## src/rtl/disp_pkg.sv

```systemverilog
// Shared display-select constants and the anode decode used by the digit demux.
package disp_pkg;

    localparam logic       DISP1     = 1'b1;
    localparam logic       DISP2     = 1'b0;
    localparam logic [1:0] ANODE_OFF = 2'b11;

    // Active-low decode clears the enabled display's bit out of ANODE_OFF.
    // Active-high output is the bitwise inverse of that.
    function automatic logic [1:0] anode_decode(input logic sel, input logic active_low);
        logic [1:0] low_enables;
        low_enables = (sel == DISP1) ? (ANODE_OFF & 2'b10) : (ANODE_OFF & 2'b01);
        return active_low ? low_enables : ~low_enables;
    endfunction

endpackage

```

## src/rtl/scan_divider.sv

```systemverilog
// Free-running scan divider: scan_sel toggles each time the counter wraps.
module scan_divider
    import disp_pkg::*;
#(
    parameter int DIV_WIDTH = 18
) (
    input  logic clk,
    input  logic reset,
    output logic scan_sel
);

    logic [DIV_WIDTH-1:0] cnt_reg;
    logic [DIV_WIDTH-1:0] cnt_next;
    logic                 scan_sel_reg;
    logic                 scan_sel_next;

    always_comb begin
        cnt_next      = cnt_reg + 1'b1;
        scan_sel_next = (&cnt_reg) ? ~scan_sel_reg : scan_sel_reg;
    end

    always_ff @(posedge clk) begin
        if (!reset) begin
            cnt_reg      <= '0;
            scan_sel_reg <= DISP1;
        end else begin
            cnt_reg      <= cnt_next;
            scan_sel_reg <= scan_sel_next;
        end
    end

    assign scan_sel = scan_sel_reg;

endmodule

```

## src/rtl/demux_2_1.sv

```systemverilog
// Two-digit anode-select demux: picks the external or scanned select and
// decodes it into the two common-anode enables.
module demux_2_1
    import disp_pkg::*;
#(
    parameter int DIV_WIDTH  = 18,
    parameter int ACTIVE_LOW = 1
) (
    input  logic       clk,
    input  logic       reset,
    input  logic       ext_mode,
    input  logic       select_in,
    output logic       select_out,
    output logic [1:0] anode_out
);

    logic scan_sel;
    logic sel;

    // The divider runs regardless of ext_mode so switching back is seamless.
    scan_divider #(
        .DIV_WIDTH(DIV_WIDTH)
    ) u_scan_divider (
        .clk      (clk),
        .reset    (reset),
        .scan_sel (scan_sel)
    );

    assign sel        = ext_mode ? select_in : scan_sel;
    assign select_out = sel;
    assign anode_out  = anode_decode(sel, ACTIVE_LOW != 0);

endmodule

```

## config.mk

```make
export PLATFORM = sky130hd
export DESIGN_NAME = demux_2_1
export DESIGN_NICKNAME = d
export VERILOG_FILES = /design/src/rtl/disp_pkg.sv /design/src/rtl/scan_divider.sv /design/src/rtl/demux_2_1.sv
export SDC_FILE = /design/constraint.sdc
export NUM_CORES = 1
export LEC_CHECK = 0
export ABC_AREA = 1
export BUFFER_PORTS_ARGS = -buffer_cell sky130_fd_sc_hd__buf_2
export CAP_MARGIN = 10
export CORE_UTILIZATION = 23
export DETAILED_ROUTE_END_ITERATION = 16
export PLACE_DENSITY = 0.37
export SYNTH_ARGS = -nofsm -noshare
export SYNTH_HDL_FRONTEND = slang
export SYNTH_SLANG_ARGS = --single-unit
```

## constraint.sdc

```tcl
create_clock -name clk -period 3.9 [get_ports clk]
set_clock_uncertainty 0.15 [all_clocks]
set_input_delay 0.78 -clock clk [delete_from_list [all_inputs] [get_ports clk]]
set_output_delay 0.78 -clock clk [all_outputs]
set_load 0.03 [all_outputs]
```

=== After elaboration in Yosys (flattened, before gate mapping) ===
Index checks and enable logic that the tools add are counted.

* Register bits after elaboration: 19
* Logic and storage cells: 7

* Multiplexer cells: 2
* $add $sub $neg: 1
* Reduce and logical (&&, ||, !) cells: 1
* Bitwise operators: 1

{| class="wikitable"
|+ Operator list
! operator !! count
|-
| 18-bit by 1-bit adder with 18-bit output, second input constant || 1
|-
| 18-bit AND reduction || 1
|-
| 2-bit 2-to-1 mux || 1
|-
| 1-bit 2-to-1 mux || 1
|-
| 1-bit NOT || 1
|}

=== Depth between registers and ports, before layout ===
* Word-level depth: 2
* Depth in mapped cells: 8
* Gate-level depth less buffers: 8

=== Cells and area by module ===
Synthesis repeated with hierarchy kept, for this count alone.

* Cell total of the unflattened synthesis: 132
* Area, all modules: 960.9 um^2

{| class="wikitable"
|+ By module, submodules not included
! module !! cells each !! instances !! area each (um^2)
|-
| scan_divider || 122 || 1 || 919.6
|-
| demux_2_1 || 10 || 1 || 41.3
|}

=== Worst setup path before layout ===
OpenSTA, ideal clock, no wires.

* Kind: input-to-output
* Start: in ext_mode
* End: out anode_out[1]
* Path slack: 0.806 ns
* Arrival time: 2.164 ns
* Data required time: 2.970 ns
* Path buffers: 1
* Stages on the path: 3
* Cells stage by stage: o21ai_0 inv_1 buf_4

* Longest elaborated chain between the ends: 2

{| class="wikitable"
|+ RTL lines
! what !! RTL line !! text
|-
| start: declaration || demux_2_1.sv:11 || <nowiki>input logic ext_mode,</nowiki>
|-
| 1-bit 2-to-1 mux || demux_2_1.sv:29 || <nowiki>assign sel = ext_mode ? select_in : scan_sel;</nowiki>
|-
| net select_out || demux_2_1.sv:13 || <nowiki>output logic select_out,</nowiki>
|-
| 2-bit 2-to-1 mux || disp_pkg.sv:12 || <nowiki>low_enables = (sel == DISP1) ? (ANODE_OFF & 2'b10) : (ANODE_OFF & 2'b01);</nowiki>
|-
| end: declaration || demux_2_1.sv:14 || <nowiki>output logic [1:0] anode_out</nowiki>
|}

The timed path passes the listed nets, and every way through them passes these cells.

=== Worst setup path in the final report ===
* Start: in ext_mode
* End: out select_out

* Longest elaborated chain between the ends: 1

{| class="wikitable"
|+ RTL lines
! what !! RTL line
|-
| 1-bit 2-to-1 mux || demux_2_1.sv:29
|-
| end: declaration || demux_2_1.sv:13
|}

No other way between the ends.

==> out/metrics.cfg <==
[status]
status=completed

[floorplanning]
io_pins=7
row_count=22
initial_core_util=0.247
core-area_um2=3800
die_x_um=65.9
dieArea_um2=4340
die_h_um=65.9

[synth]
async_reset_ff_frac=0
synth-edff-count=0
yosys-top-cells-area=dfxtp_1, nand2_1, nor2_1, inv_1, a21oi_1
netlist.area_leader.share=0.405
yosysSeqAreaShare=0.405
yosysMostFrequentCell=nand2_1
yosys_warnings=0
syn_nets=143
ys_top_cells_by_count=nand2_1, nor2_1, inv_1, dfxtp_1, a21oi_1
netlist_area_um2=940
avgSynthCellArea_um2=6.81
yosys.area.top_type=dfxtp_1
synth_flop_cell=dfxtp_1
synth_seq_cells=19
synthCells=138
ys_types=20

[route]
vias=821
drt_iter0_markers=34
via_per_inst=4.23
routed_wl_mm=1.94
wire_per_inst_um=10.0
drc=0
firstDrtPassIters=4
ant_nets=0

[cells_and_area]
area_growth_pct=12.8
largest_reg_flops=18
drive_gt1_frac=0.116
nFillCells=424
seqCellArea_um2=380
multiInputGateArea_um2=465
nets=152
insertedDiodeCount=0

[timing]
relSlewSlack=0.802
timing.hold.ws_ps=300
rsz0062_at_grt=false
fin_tns_setup_ps=0
timing.final.max_slew_violations=0
setup_violations=0
post-route-min-period_ps=2240
fmax_mhz=446
fin_crit_sh=0.575
layout_setup_ws_ps=1660
hold_violations=0
tightest_slew_ps=296

[placement]
io_buffers=6
gp_congestion=0.746
dp_slack_ps=1640
hpwl_mm=1.50

[power_and_ir_drop]
ir_worst_vdd_mv=0.105
powerDensity_nw_per_um2=332
power_leakage_nw=0.403
power_mw=0.352

[clock_network]
cts_root_buf=clkbuf_8
cts_hold_buf=0
cts_resized=0
clockBufferDepth=2
cts_buffers=3
htree_levels=1
cts_tree=built
cts_setup_buffers=0
cts.sinks=19
clkTransAtPathRegs_ps=70
clk_latency_ps=250

[worst_setup_path]
crit_fanout=2
cpPeakStageDelay_ps=180
arrival_ps=1310
cp-end-kind=output pin
critPathRequiredTime_ps=2970
path_cells=buf_2 > o21ai_0 > inv_1 > buf_2
crit_path_frequent_cell=buf_2
start_kind=input pin
path_class=in -> out
crit_slowest_cell=o21ai_0
path_buf_inv=3
cp_top_family=buffers and inverters

[grt]
grt_usage=0.111
first_global_vias=818
grt_pass1_wl_mm=3.61
antenna_found_initial=0
grt-ovfl-total=0
grt_max_degree=11

[job]
cap_violations=0

[min_path]
hold_path.class=reg -> reg

[metal layers]
| layer | vias up | GRT usage | part of all wire |
|---|---|---|---|
| li1 | 447 | - | - |
| met4 | 0 | 0.0571 | 0.012 |
| met5 | - | 0 | 0 |
| met3 | 2 | 0.0207 | 0.018 |
| met1 | 365 | 0.138 | 0.53 |
| met2 | 7 | 0.181 | 0.44 |
[where the power goes]
part | total (mW) | internal [mW] | switching (mW)
Sequential | 0.198 | 0.196 | 0.00186
Combinational | 0.0157 | 0.00506 | 0.0106
Clock | 0.138 | 0.0726 | 0.0653
Total | 0.352 | 0.274 | 0.0779
[layout by cell type (no fill, tap or decap)]
cell type	synthesis	routed
o21ai_2	1	1
clkinv_1	1	1
clkbuf_1	0	1
o21ai_0	6	6
xnor2_1	1	1
ha_1	1	1
nand3_1	7	7
nor3_1	3	3
nor2_4	2	2
nand2_2	3	3
o21a_1	2	2
xor2_1	2	2
nor3b_1	1	1
nand4_1	3	3
inv_1	20	20
clkbuf_8	0	3
nor2_2	2	2
dfxtp_1	19	19
nand2_1	31	31
nor2_1	23	23
a21oi_1	8	8
buf_2	0	6
[stage by stage]
step                      cells   util  instance area [um2]
after detailed placement    190  0.267                 1010
final                       194  0.279                 1060
after global placement      190  0.267                 1010
after floorplan             138      -                  940
after CTS                   194  0.279                 1060
after global routing        194  0.279                 1060
[path summary, 6_finish.rpt]
kind,slack [ps],end,cells past startpoint,startpoint
min,300,u_scan_divider.cnt_reg[0],1,u_scan_divider.cnt_reg[0]
max,1660,select_out,4,ext_mode
max reg2reg,2320,u_scan_divider.scan_sel,8,u_scan_divider.cnt_reg[0]
min reg2reg,300,u_scan_divider.cnt_reg[0],1,u_scan_divider.cnt_reg[0]
[final cells by class]
cell class	count	area share
multi-input combinational	96	0.439
sequential	19	0.359
inverter	21	0.0744
tap	48	0.0567
clock buffer	4	0.0425
timing repair buffer	6	0.0283
[logic make-up (layout without fill, tap and decap cells)]
kind of cell / Yosys count / count (layout) / share of synthesized area
buffers and inverters: 23 / 31 / 0.0999
adders and majority gates: 1 / 1 / 0.0133
DFF: 19 / 19 / 0.405
AOI/OAI and AO/OA: 17 / 17 / 0.0999
xor gates and xnor gates: 3 / 3 / 0.0280
and+or+nand+nor: 75 / 75 / 0.354
Power figures use the tool's default switching activity.
